File: src/rtl/fifo_arb_pkg.sv
// fifo_arb_pkg: state encoding and default sizing shared by the FIFO write arbiter
package fifo_arb_pkg;
   typedef enum logic {IDLE = 1'b0, BURST = 1'b1} state_t;
   localparam int N_REQ_DEF     = 4;
   localparam int WIDTH_DEF     = 8;
   localparam int MAX_BURST_DEF = 4;
endpackage

File: src/rtl/fifo_wr_arbiter_rr_picker.sv
// rr_picker: combinational search for the first set request at or after rr_ptr, circularly
module rr_picker #(
   parameter int N  = 4,
   parameter int IW = $clog2(N)
) (
   input  logic [N-1:0]  req_i,
   input  logic [IW-1:0] rr_ptr_i,
   output logic          found_o,
   output logic [IW-1:0] index_o
);
   // walk offsets from farthest to nearest so the match closest to rr_ptr is the last one written
   always_comb begin
      found_o = 1'b0;
      index_o = '0;
      for (int k = N - 1; k >= 0; k--) begin
         if (req_i[rr_ptr_i + IW'(k)]) begin
            found_o = 1'b1;
            index_o = rr_ptr_i + IW'(k);
         end
      end
   end
endmodule

File: src/rtl/fifo_wr_arbiter.sv
// fifo_wr_arbiter: round-robin, burst-limited sharing of one FIFO write port among N_REQ requesters
module fifo_wr_arbiter
   import fifo_arb_pkg::*;
#(
   parameter int N_REQ     = N_REQ_DEF,
   parameter int WIDTH     = WIDTH_DEF,
   parameter int MAX_BURST = MAX_BURST_DEF
) (
   input  logic                     clk,
   input  logic                     rst,
   input  logic [N_REQ-1:0]         req_valid,
   input  logic [N_REQ*WIDTH-1:0]   req_data,
   output logic [N_REQ-1:0]         req_ready,
   input  logic                     fifo_full,
   output logic                     fifo_wr_en,
   output logic [WIDTH-1:0]         fifo_din,
   output logic [$clog2(N_REQ)-1:0] grant_id,
   output logic                     busy,
   output logic [15:0]              word_cnt
);
   localparam int IW = $clog2(N_REQ);
   localparam int BW = $clog2(MAX_BURST + 1);

   state_t        state_q, state_d;
   logic [IW-1:0] rr_ptr_q, rr_ptr_d, grant_q, grant_d, pick_idx;
   logic [BW-1:0] beat_q, beat_d;
   logic [15:0]   word_q, word_d;
   logic          pick_found;

   rr_picker #(.N(N_REQ)) u_pick (
      .req_i    (req_valid),
      .rr_ptr_i (rr_ptr_q),
      .found_o  (pick_found),
      .index_o  (pick_idx)
   );

   // state and counters; reset aborts any burst and restarts priority at requester 0
   always_ff @(posedge clk or posedge rst) begin
      if (rst) begin
         state_q  <= IDLE;
         rr_ptr_q <= '0;
         grant_q  <= '0;
         beat_q   <= '0;
         word_q   <= '0;
      end else begin
         state_q  <= state_d;
         rr_ptr_q <= rr_ptr_d;
         grant_q  <= grant_d;
         beat_q   <= beat_d;
         word_q   <= word_d;
      end
   end

   // grant on any valid in IDLE; leave BURST on a dropped valid or on the last allowed word
   always_comb begin
      state_d  = state_q;
      rr_ptr_d = rr_ptr_q;
      grant_d  = grant_q;
      beat_d   = fifo_wr_en ? beat_q + BW'(1) : beat_q;
      word_d   = fifo_wr_en ? word_q + 16'd1 : word_q;
      if (state_q == IDLE) begin
         if (pick_found) begin
            state_d = BURST;
            grant_d = pick_idx;
            beat_d  = '0;
         end
      end else if (!req_valid[grant_q] || (fifo_wr_en && beat_q == BW'(MAX_BURST - 1))) begin
         state_d  = IDLE;
         rr_ptr_d = grant_q + IW'(1);
      end
   end

   // only the grant holder sees ready; fullness stalls the holder without revoking its grant
   always_comb begin
      busy               = state_q == BURST;
      req_ready          = '0;
      req_ready[grant_q] = busy && !fifo_full;
      fifo_wr_en         = busy && req_valid[grant_q] && !fifo_full;
      fifo_din           = busy ? req_data[grant_q*WIDTH +: WIDTH] : '0;
      grant_id           = grant_q;
      word_cnt           = word_q;
   end
endmodule

File: config.mk
export PLATFORM = sky130hd
export DESIGN_NAME = fifo_wr_arbiter
export DESIGN_NICKNAME = d
export VERILOG_FILES = /design/src/rtl/fifo_arb_pkg.sv /design/src/rtl/fifo_wr_arbiter_rr_picker.sv /design/src/rtl/fifo_wr_arbiter.sv
export SDC_FILE = /design/constraint.sdc
export NUM_CORES = 1
export LEC_CHECK = 0
export BUFFER_PORTS_ARGS = -buffer_cell sky130_fd_sc_hd__buf_2
export CORE_UTILIZATION = 43
export CTS_BUF_LIST = sky130_fd_sc_hd__clkbuf_4
export DETAILED_ROUTE_END_ITERATION = 7
export PLACE_DENSITY = 0.83
export SLEW_MARGIN = 20
export SYNTH_ARGS = -nofsm -noshare
export SYNTH_HDL_FRONTEND = slang
export SYNTH_SLANG_ARGS = --single-unit
File: constraint.sdc
create_clock -name clk -period 1.8 [get_ports clk]
set_clock_uncertainty 0.1 [all_clocks]
set_input_delay 0 -clock clk [delete_from_list [all_inputs] [get_ports clk]]
set_output_delay 0 -clock clk [all_outputs]
set_load 0.01 [all_outputs]
Word-level counts from Yosys, hierarchy flattened
Index checks and enable logic that the tools add are counted.
{"block": "classes", "bitwise_logic": 2, "magnitude_cmp": 6, "n_reduce_logical": 10, "shift": 1, "muxes": 27, "n_eq_ne": 1, "n_addsub": 6}
{"operator": "indexed part select 32 x 6 -> 8 bit", "n": 1}
{"operator": "adder 16 x 1 -> 16 bit, second input constant", "n": 1}
{"operator": "< comparator 2 x 3 -> 1 bit, second input constant", "n": 5}
{"operator": "2-to-1 mux 1 bit", "n": 13}
{"operator": "binary-select mux 1 bit (select 2 bit)", "n": 5}
{"operator": "2-to-1 mux 3 bit", "n": 3}
{"operator": "2-to-1 mux 2 bit", "n": 4}
{"operator": "2-to-1 mux 8 bit", "n": 1}
{"operator": "logical AND 1 bit", "n": 5}
{"operator": "adder 2 x 1 -> 2 bit, second input constant", "n": 2}
{"operator": "adder 2 bit, second input constant", "n": 2}
{"operator": "AND 4 bit", "n": 1}
{"operator": "AND reduction 2 bit", "n": 2}
{"operator": "adder 3 x 1 -> 3 bit, second input constant", "n": 1}
{"operator": "== test 3 x 2 -> 1 bit, second input constant", "n": 1}
{"operator": "demux 1 bit (select 2 bit)", "n": 1}
{"operator": ">= comparator 2 x 1 -> 1 bit, second input constant", "n": 1}
{"operator": "logical NOT 1 bit", "n": 2}
{"operator": "logical OR 1 bit", "n": 1}
{"operator": "inverter 1 bit", "n": 1}
{"block": "totals", "reg_bits": 24, "output_inout_bits": 32, "inputBits": 39, "elab_cells": 58}

Longest topological paths before layout
Gate-level depths: netlist of run 1.
{"block": "logic_depth", "depth_word": 9, "mapped_depth": 6, "depth_no_buf": 5}

Hierarchy
A second synthesis of run 1 with hierarchy kept.
{"block": "hier_totals", "cells_unflattened": 139, "area_unflattened_um2": 1565.3}
{"mod": "fifo_wr_arbiter", "area_each_um2": 1487.7, "cells_each": 126, "seq_area_each_um2": 600.6, "n_inst": 1}
{"mod": "rr_picker", "area_each_um2": 77.6, "cells_each": 13, "seq_area_each_um2": 0.0, "n_inst": 1}

Least setup slack after synthesis of run 1
No wires, ideal clock.
{"block": "synth_path", "kind": "reg-to-reg", "from": "register grant_q[1], in the netlist grant_id[1]", "to": "register rr_ptr_q[1]", "required_time_ns": 1.575, "synth_period_minus_slack_ns": 1.903, "path_slack_ns": -0.103, "t_arrival_ns": 1.678, "stages_incl_launch_ff": 5, "setup_time_ns": 0.125, "path_buffers": 1, "path_cell_list": "dfrtp_1 buf_6 mux4_2 a21boi_1 mux2_2"}
{"block": "synth_between", "elab_chain_cells": 7, "word_cells_on_any_way": 9, "cone_classes": "add/sub (1); mux (2); reduce/logical (6)"}
{"element": "from (decl)", "line": "fifo_wr_arbiter.sv:25", "source": "logic [IW-1:0] rr_ptr_q, rr_ptr_d, grant_q, grant_d, pick_idx;"}
{"element": "from (signal assigned)", "line": "fifo_wr_arbiter.sv:48", "source": "grant_q <= grant_d;"}
{"element": "binary-select mux 1 bit (select 2 bit)", "line": "fifo_wr_arbiter.sv:67, fifo_wr_arbiter.sv:78"}
{"element": "2-to-1 mux 1 bit (not written as such)", "line": "fifo_wr_arbiter.sv:67, fifo_wr_arbiter.sv:78"}
{"element": "logical AND 1 bit (2 in a row)", "line": "fifo_wr_arbiter.sv:78", "source": "fifo_wr_en = busy && req_valid[grant_q] && !fifo_full;"}
{"element": "logical AND 1 bit", "line": "fifo_wr_arbiter.sv:67", "source": "end else if (!req_valid[grant_q] || (fifo_wr_en && beat_q == BW'(MAX_BURST - 1))) begin"}
{"element": "logical OR 1 bit", "line": "fifo_wr_arbiter.sv:67"}
{"element": "AND reduction 2 bit (no source line)"}
{"element": "to (signal assigned)", "line": "fifo_wr_arbiter.sv:47", "source": "rr_ptr_q <= rr_ptr_d;"}
{"element": "to (decl)", "line": "fifo_wr_arbiter.sv:25"}
Parallel ways exist; a longest one is shown, timed or not. The select of a mux whose other input is x is not followed.
A chain may end at the register's enable or synchronous reset.

Final worst setup path of run 1
{"block": "layout_path", "from": "register grant_q[1], in the netlist grant_id[1]", "to": "output port fifo_wr_en"}
{"block": "layout_between", "elab_chain_cells": 4}
{"element": "binary-select mux 1 bit (select 2 bit)", "line": "fifo_wr_arbiter.sv:78"}
{"element": "2-to-1 mux 1 bit (not written as such)", "line": "fifo_wr_arbiter.sv:78"}
{"element": "logical AND 1 bit (2 in a row)", "line": "fifo_wr_arbiter.sv:78"}
{"element": "to (decl)", "line": "fifo_wr_arbiter.sv:15", "source": "output logic fifo_wr_en,"}
No other way between the ends. The select of a mux whose other input is x is not followed.

==> run metrics, run 1 <==
Leak 1.096 nW; number of global-route vias before repair 1126; RSZ-0062 raised after global routing yes; std cell rows 21; nature of the critical path endpoint output pin; register area ~600 µm²; CP arrival 1.64 ns; area occupied by multi-input gates 882.1 µm²; maximum root-to-sink buffer count 2; Least-Margin Pin Slew 0.2971 ns; top cell type's share of synthesized area between 30 and 40%; total CTS buffers 3; Worst Hold Class input port to flip-flop; Reg2Reg Setup Slack 0.08 ns; Post-synth EDFFs 0; initial DRC count 24; setup slack at placement 0.1180 ns; Vias ~1300; final non-filler cell total 261; Crit path required time ~1.7 ns; Design Area, Final 2123 µm²; Synth area leaders dfrtp_1, mux4_2, xnor2_1, and2_1, ha_1; CTS root buf clkbuf_4; placed insts 251; Antenna Cells 0; fin crit period ~1.7 ns; Starting Density between 40% and 50%; Layout Nets 262; CTS tree yes; IO buf count 70; clk sinks 24; FMAX 0.5741 GHz; status finished clean; Setup crit end fifo_wr_en; die footprint ~3800 µm²; worst r2r path cells 3; fraction of layout cells with a size suffix above 1 a little over half; Die W between 60 and 70 µm; PwrDens 1252 nW/µm²; Total Negative Setup Slacks 0 ns; number of max-cap violations 0; core area 3363 µm²; initial antenna violation count 0; dpl cell area 1966 µm²; first-pass GRT wire length a little over 5000 µm; clk_lat worst skew 0.32 ns; io pins 71; First-pass DRT Iterations 4; endpoints failing hold 0; GPL Wtd Cong 0.8281; Synth area leader dfrtp_1; synth cell count leaders dfrtp_1, xnor2_1, and2_1; synth warn 0; Most used DFF post-synth dfrtp_1; largest net degree at the start of global routing 25; reg2reg start grant_id[1]$_DFFE_PP0P_; Startpoint Class flip-flop; Congestion Overflow GR 0; DR WL/cell 13.08 µm; reg-to-reg endpoint rr_ptr_q[1]$_DFFE_PP0P_; filler cell count about 290; Slew HR 80.19%; post-synthesis register bit count 24; Max H-tree Level 1; max-slew violations 0; maximum VDD drop approximately 0.00083 V; clock-pin slew on the worst setup and hold paths roughly 0.12 ns; Distinct cells, synth 31; top-count cell post-synth dfrtp_1; dpl hpwl 2632 µm; mean post-synth cell area 11.56 µm²; Netlist Area Pre-Place between 1500 and 2000 µm²; # DRC 0; final wirelength 3414 µm; Cells after Synth 132; final worst slack 0.05828 ns; critical path class flip-flop to output pin; Syn-to-layout area delta 39.10%; Critical Path Fanout Max 5; FFs w/ async S/R, synth 100.0%; post-synthesis net count approximately 180; antenna-violating nets left 0; Worst Setup SP grant_id[1]$_DFFE_PP0P_; sequential cell area fraction in the yosys report 39.34%; vias per cell approximately 5.0; total track usage roughly a fifth; die height 61.58 µm; Final period util 96.76%; setup violators final 0
final cells by class:
type                            count  share of cell area, %
Multi-Input combinational cell     96                  41.54
Sequential cell                    24                  28.29
Timing Repair Buffer               85                  23.92
Tap cell                           46                  2.711
Clock inverter                      1                  1.414
Clock buffer                        3                  1.061
Inverter                            6                  1.061
state kept, by name, summed over array words and instances, names as in the netlist:
register,flops
grant_id,2
beat_q,3
word_cnt,16
busy,1
rr_ptr_q,2
power breakdown:
part	switching (W)	internal, W
combinational	0.000664	0.000836
clock	0.000162	0.000225
sequential	0.000111	0.000660
total	0.000937	0.00172
timing repair:
item / 4_1_cts / 5_1_grt
setup buffers: 1 / 1
cloned: 0 / 0
hold endpoints to repair: 27 / 0
setup endpoints to repair: 8 / 8
hold buffers: 4 / 0
pin swaps: 0 / 7
gates resized for setup: 1 / 11
cells in the final DEF (no fill, tap or decap), types with 2 or more instances in the layout:
cell	count
mux4_2	9
a21oi_1	4
ha_1	7
nor2b_1	2
and2_1	9
nand2b_1	3
and2_4	5
buf_2	65
buf_6	6
and4_1	2
nand2_2	2
nand3_2	5
o21ai_0	3
and3_1	3
dlygate4sd3_1	4
dfrtp_1	24
xnor2_1	15
nand2_1	9
inv_1	6
clkbuf_4	3
nand4_2	3
mux2i_1	2
nor2_1	2
buf_4	10
metrics by stage:
stage,utilization [%],power (W),hold WS [ns]
3_5_place_dp,58.44,0.002097,-0.02417
4_1_cts,61.53,0.002523,0.002419
2_1_floorplan,-,0.001632,-0.08538
5_1_grt,63.13,0.002860,0.04026
3_3_place_gp,58.44,0.002065,-0.03906
6_report,63.13,0.002658,0.01018
worst max-delay path: stages (launching register included):
cell and delay (ns):
dfrtp_1 0.39, mux4_2 0.58, nand2_2 0.10, inv_1 0.10, buf_2 0.16
cells by family after synthesis:
logic type / Yosys count / synth area share (%)
compound gates: 12 / 4.837
xor+xnor: 16 / 9.181
fa+ha+maj: 7 / 5.737
buf+inv: 12 / 4.508
flops: 24 / 39.34
mux: 12 / 15.33
simple gates: 49 / 21.07
layer usage:
| metal | track usage [%] | part of all wire (%) |
|---|---|---|
| met5 | 0 | 0 |
| met4 | 2.857 | 0.29 |
| met3 | 5.042 | 4.2 |
| met2 | 32.41 | 52 |
| met1 | 24.50 | 43 |
worst min-delay path by stage:
| stage | slack (ns) | to | startpoint | depth (start not counted) |
|---|---|---|---|---|
| finish | 0.01 | grant_id[1]$_DFFE_PP0P_ | req_valid[1] | 4 |
| global route | 0.04 | grant_id[1]$_DFFE_PP0P_ | req_valid[1] | 4 |
| CTS | 0.002 | grant_id[1]$_DFFE_PP0P_ | req_valid[1] | 4 |
| detailed placement | -0.02 | word_cnt[1]$_DFFE_PP0P_ | rst | 3 |
| global placement | -0.04 | word_cnt[0]$_DFFE_PP0P_ | rst | 3 |
| floorplan | -0.09 | beat_q[0]$_DFF_PP0_ | rst | 1 |
Power figures use the tool's default switching activity.
==> run 2, diff against run 1 <==
CORE_UTILIZATION = 44   (was 43)
PLACE_DENSITY = 0.84   (was 0.83)
SYNTH_HIERARCHICAL = 1   (was not set)
==> run metrics, run 2 <==
Slowest cell on crit path mux4_2; Slew HR 78.65% (-1.5 points); worst hold stages 5 (+1); endpoints failing hold 0 (unchanged); RSZ-0062 raised after global routing yes; Netlist Area Pre-Place 1565 µm² (+2.5%); most common cell after layout, fill and taps aside buf_2; clk_lat worst skew 0.33 ns (about the same); dpl cell area 1958 µm² (-0.38%); dpl hpwl 2638 µm (+0.24%); Final period util 103.6% (+6.9 points); number of global-route vias before repair 1271 (+13%); Cells after Synth 139 (+5.3%); FFs w/ async S/R, synth 100.0% (unchanged); post-synthesis register bit count 24 (unchanged); CP peak stage delay 0.53 ns (-0.05 ns); DR WL/cell 14.47 µm (+11%); most frequent cells in the layout buf_2, dfrtp_1, xnor2_1, nor2_1; status complete, but fails checks; Layout Nets 271 (+3.4%); filler cell count 289 (+0.35%); CP dominant cell by count buf_6; PwrDens 1334 nW/µm² (+6.5%); setup violators final 13 (+13); Most used DFF post-synth dfrtp_1; Worst Setup SP grant_id[0]$_DFFE_PP0P_; largest net degree at the start of global routing 25 (unchanged); number of max-cap violations 0 (unchanged); Die W 61.65 µm (+0.11%); Crit path required time 1.70 ns (about the same); setup slack at placement 0.1738 ns (+0.05579 ns); Antenna Cells 0 (unchanged); clk sinks 24 (unchanged); CTS tree yes; # DRC 0 (unchanged); top-count cell post-synth dfrtp_1; Startpoint Class flip-flop; Starting Density 46.54% (+1.2 points); max-slew violations 0 (unchanged); total track usage 21.31% (+2.4 points); synth cell count leaders dfrtp_1, xnor2_1, and2_1; Critical Path Fanout Max 8 (+3); met2 WL post-DR 2043 µm (+14%); synth warn 6 (+6); FMAX 0.5361 GHz (-6.6%); Max H-tree Level 1 (unchanged); fraction of layout cells with a size suffix above 1 49.55% (-3.0 points); min-delay src req_valid[3]; initial antenna violation count 0 (unchanged); CTS root buf clkbuf_4; final wirelength 3907 µm (+14%); Vias 1387 (+5.7%); sequential cell area fraction in the yosys report 38.37% (-0.97 points); First-pass DRT Iterations 4 (unchanged); fin crit period 1.865 ns (+0.1235 ns); GPL Wtd Cong 0.7694 (-7.1%); die height 61.65 µm (+0.11%); Syn-to-layout area delta 36.61%; Synth area leaders dfrtp_1, mux4_1, xnor2_1, ha_1, and2_1; antenna-violating nets left 0 (unchanged); Least-Margin Pin Slew 0.3190 ns (+0.02186 ns); critical path class flip-flop to output pin; first-pass GRT wire length 5871 µm (+14%); Largest register FFs 16 (unchanged); Metal-1 WL 1593 µm (+8.7%); CP cell instances buf_6, mux4_2, and2_4, buf_6; Tot Pwr 0.002852 W (+7.3%); core area 3363 µm² (unchanged); die footprint 3800 µm² (+0.21%); Design Area, Final 2138 µm² (+0.71%); std cell rows 21 (unchanged); Worst Hold Class input port to flip-flop; vias per cell 5.137 (+2.2%); mean post-synth cell area 11.26 µm² (-2.6%); clock-pin slew on the worst setup and hold paths 0.14 ns (+0.02 ns); nature of the critical path endpoint output pin; Congestion Overflow GR 0 (unchanged); register area 600.6 µm² (unchanged); post-synthesis net count 185 (+3.9%); total CTS buffers 3 (unchanged); maximum VDD drop 0.0005555 V (-33%); reg2reg start grant_id[0]$_DFFE_PP0P_; maximum root-to-sink buffer count 2 (unchanged); worst r2r path cells 6 (+3); Reg2Reg Setup Slack -0.05 ns (-0.13 ns); IO buf count 70 (unchanged); Distinct cells, synth 28 (-9.7%); top cell type's share of synthesized area 38.37% (-0.97 points); CP arrival 1.77 ns (+0.13 ns); Leak 1.070 nW (-2.4%); failing checks negative setup slack; initial DRC count 57 (+140%); Total Negative Setup Slacks -0.4101 ns (-0.4101 ns); met3 wire length 188 µm (+30%); area occupied by multi-input gates 885.9 µm² (+0.43%); Synth area leader dfrtp_1; Top Layer Used met4; final worst slack -0.06525 ns (-0.1235 ns); io pins 71 (unchanged); Post-synth EDFFs 0 (unchanged)
run 2: changes by cell type after synthesis, sizes merged, moves of 2 or more:
cell / change
nor2: +9
nand4: +6
a211oi: +3
a21oi: -3
and4: -3
mux2: +2
nand2: -2
run 2: where the power goes:
group	internal, W	switching (W)
clock	0.000226	0.000177
sequential	0.000675	0.000162
combinational	0.000893	0.000719
run 2: cell families (layout without fill, tap and decap cells):
logic type,Yosys count,after routing,share of synthesized area [%]
mux,14,14,18.31
xor+xnor,16,16,8.953
compound gates,7,7,3.597
buf+inv,11,95,4.556
flops,24,24,38.37
fa+ha+maj,7,7,5.595
simple gates,60,61,20.62
run 2: worst max-delay path, delay by kind of cell (launching register included):
family,cells,cell delay [ns]
buffers and inverters,2,0.24
flip-flops,1,0.45
AND/OR/NAND/NOR,1,0.20
multiplexers,1,0.53
run 2: area by class of cell:
type	instances	area share [%]
inverters	5	0.8777
well taps	46	2.692
repair buffers	86	24.46
clock inverters	1	1.404
flip-flops and latches	24	28.09
multi-input cells	105	41.43
clock buffers	3	1.053
run 2: layer usage:
metal / vias to the layer above / global-route usage [%]
li1: 658 / -
met2: 55 / 37.94
met1: 663 / 26.04
met4: 0 / 8.571
met3: 11 / 2.731
met5: - / 0
run 2: path summary, 6_finish.rpt:
kind	end
max in group asynchronous	word_cnt[12]$_DFFE_PP0P_
max	fifo_wr_en
min in group asynchronous	word_cnt[9]$_DFFE_PP0P_
max reg2reg	word_cnt[5]$_DFFE_PP0P_
min reg2reg	word_cnt[15]$_DFFE_PP0P_
min	grant_id[1]$_DFFE_PP0P_
run 2: metrics by stage:
| step | util (%) | hold WS, ns | cells |
|---|---|---|---|
| 2_1_floorplan | - | -0.08538 | 139 |
| 3_3_place_gp | 58.22 | -0.04116 | 254 |
| 3_5_place_dp | 58.22 | -0.04363 | 254 |
| 4_1_cts | 61.76 | 0.01699 | 268 |
| 5_1_grt | 63.58 | 0.09192 | 270 |
| 6_report | 63.58 | 0.02313 | 270 |
run 2: timing repair:
item,4_1_cts,5_1_grt
endpoints found under the hold margin,27,0
cloned,2,0
resized for setup,8,16
hold buffers,4,0
endpoints found under the setup margin,8,22
pin swaps,0,10
setup buffers,4,2
==> run 3, diff against run 2 <==
clock period = 1.67 ns   (was 1.8 ns; I/O delays follow)
==> run metrics, run 3 (synthesis gave the netlist of run 2 again) <==
Die W 61.65 µm (unchanged); most frequent cells in the layout buf_2, dfrtp_1, xnor2_1, buf_6, buf_4; Starting Density 46.54% (unchanged); first-pass GRT wire length 6272 µm (+6.8%); initial antenna violation count 0 (unchanged); RSZ-0062 raised after global routing yes; Syn-to-layout area delta 48.36%; busiest grt layer met2; Congestion Overflow GR 0 (unchanged); core area 3363 µm² (unchanged); critical path class flip-flop to output pin; PwrDens 1473 nW/µm² (+10%); Startpoint Class flip-flop; endpoints failing hold 0 (unchanged); total track usage 23.19% (+1.9 points); sw frac 36.92% (-0.19 points); status complete, but fails checks; met1 usage 30.15% (+4.1 points); IO buf count 70 (unchanged); Layout Nets 280 (+3.3%); final wirelength 4242 µm (+8.6%); most common cell after layout, fill and taps aside buf_2; number of global-route vias before repair 1289 (+1.4%); M2 GR Usage 38.40% (+0.46 points); clock share of power 12.3% (-1.8 points); initial DRC count 71 (+25%); Largest register FFs 16 (unchanged); fin crit period between 1.5 and 2 ns; dpl hpwl 2786 µm (+5.6%); DR WL/cell 15.20 µm (+5.1%); Least-Margin Pin Slew 0.3005 ns (-0.01853 ns); Critical Path Fanout Max 6 (-2); die height 61.65 µm (unchanged); # DRC 0 (unchanged); First-pass DRT Iterations 4 (unchanged); final worst slack -0.1640 ns (-0.09879 ns); vias per cell 5.201 (+1.2%); CP arrival 1.73 ns (-0.04 ns); filler cell count 244 (-16%); nature of the critical path endpoint output pin; max-slew violations 0 (unchanged); Max H-tree Level 1 (unchanged); Worst Hold Class input port to flip-flop; die footprint 3800 µm² (unchanged); Antenna Cells 0 (unchanged); Slew HR 79.97% (+1.3 points); GPL Wtd Cong 0.7855 (+2.1%); dpl cell area 1998 µm² (+2.0%); Leak 1.133 nW (+6.0%); setup violators final 30 (+17); CTS root buf clkbuf_4; antenna-violating nets left 0 (unchanged); clk_lat worst skew 0.33 ns (about the same); total CTS buffers 3 (unchanged); std cell rows 21 (unchanged); part of the power in combinational logic 61.0% (+4.4 points); largest net degree at the start of global routing 25 (unchanged); Design Area, Final 2322 µm² (+8.6%); failing checks negative setup slack; maximum VDD drop 0.0007871 V (+42%); met3 Usage GRT 4.622% (+1.9 points); Final period util 109.8%; internal power 0.002158 W (+20%); Crit path required time 1.57 ns (-0.13 ns); number of max-cap violations 0 (unchanged); Vias 1451 (+4.6%); fraction of layout cells with a size suffix above 1 57.08% (+7.5 points); maximum root-to-sink buffer count 2 (unchanged); clock-pin slew on the worst setup and hold paths 0.12 ns (-0.02 ns); io pins 71 (unchanged); FMAX 0.5452 GHz; Net Switching 0.001263 W (+19%); Layout Utilization 69.05% (+5.5 points); clk sinks 24 (unchanged); sequential cell fraction of total power 26.7% (-2.6 points); CTS tree yes
run 3: worst paths after layout:
path | from | end | slack, ns | cells past startpoint
hold / removal | req_valid[1] | grant_id[0]$_DFFE_PP0P_ | 0.05 | 5
hold reg to reg | word_cnt[15]$_DFFE_PP0P_ | word_cnt[15]$_DFFE_PP0P_ | 0.37 | 1
max in group asynchronous | rst | grant_id[0]$_DFFE_PP0P_ | 1.07 | 4
min in group asynchronous | rst | word_cnt[7]$_DFFE_PP0P_ | 0.13 | 4
setup / recovery | grant_id[0]$_DFFE_PP0P_ | fifo_wr_en | -0.16 | 4
setup reg to reg | grant_id[0]$_DFFE_PP0P_ | beat_q[1]$_DFF_PP0_ | -0.16 | 6
run 3: per-layer routing:
metal / up-vias / wire, µm
met2: 59 / 2179
met1: 702 / 1753
met4: 0 / 86
met5: - / 0
met3: 10 / 223
li1: 680 / -
run 3: final cells by class:
cell class,instances,area (µm²),area share [%]
timing repair buffer,94,628.1,27.05
sequential,24,601.8,25.92
inverter,5,21.27,0.9159
clock buffer,3,22.52,0.9698
multi-input combinational,106,960.9,41.38
clock inverter,1,30.03,1.293
tap,46,57.56,2.478
run 3: power by group through the flow:
stage	Combinational (W)	Clock [W]	Sequential, W
after detailed placement	0.00143	0	0.000903
after floorplan	0.000948	0	0.000932
after global placement	0.00138	0	0.000893
final	0.00209	0.000422	0.000913
after global routing	0.00227	0.000456	0.000941
after CTS	0.00165	0.000431	0.000894
run 3: timing repair:
item / CTS / global route
pin swaps: 5 / 8
hold buffers: 5 / 0
setup buffers: 5 / 6
setup endpoints to repair: 9 / 33
hold endpoints to repair: 27 / 0
resized for setup: 14 / 32
cloned: 2 / 1
run 3: per-stage QoR:
step / worst slack [ns] / hold WS, ns / setup TNS [ns] / total power [W] / cells
global route: -0.2224 / 0.1335 / -5.210 / 0.003668 / 279
detailed placement: 0.02267 / -0.03842 / 0 / 0.002331 / 256
CTS: -0.1716 / 0.03998 / -3.034 / 0.002972 / 272
floorplan: -0.1514 / -0.08538 / -2.196 / 0.001881 / 139
finish: -0.1640 / 0.04835 / -3.452 / 0.003421 / 279
global placement: 0.05865 / -0.04153 / 0 / 0.002278 / 256
run 3: critical path, stage by stage (launching register included):
cell	delay [ns]
dfrtp_2	0.45
buf_6	0.11
mux4_2	0.53
and2_4	0.20
buf_6	0.12
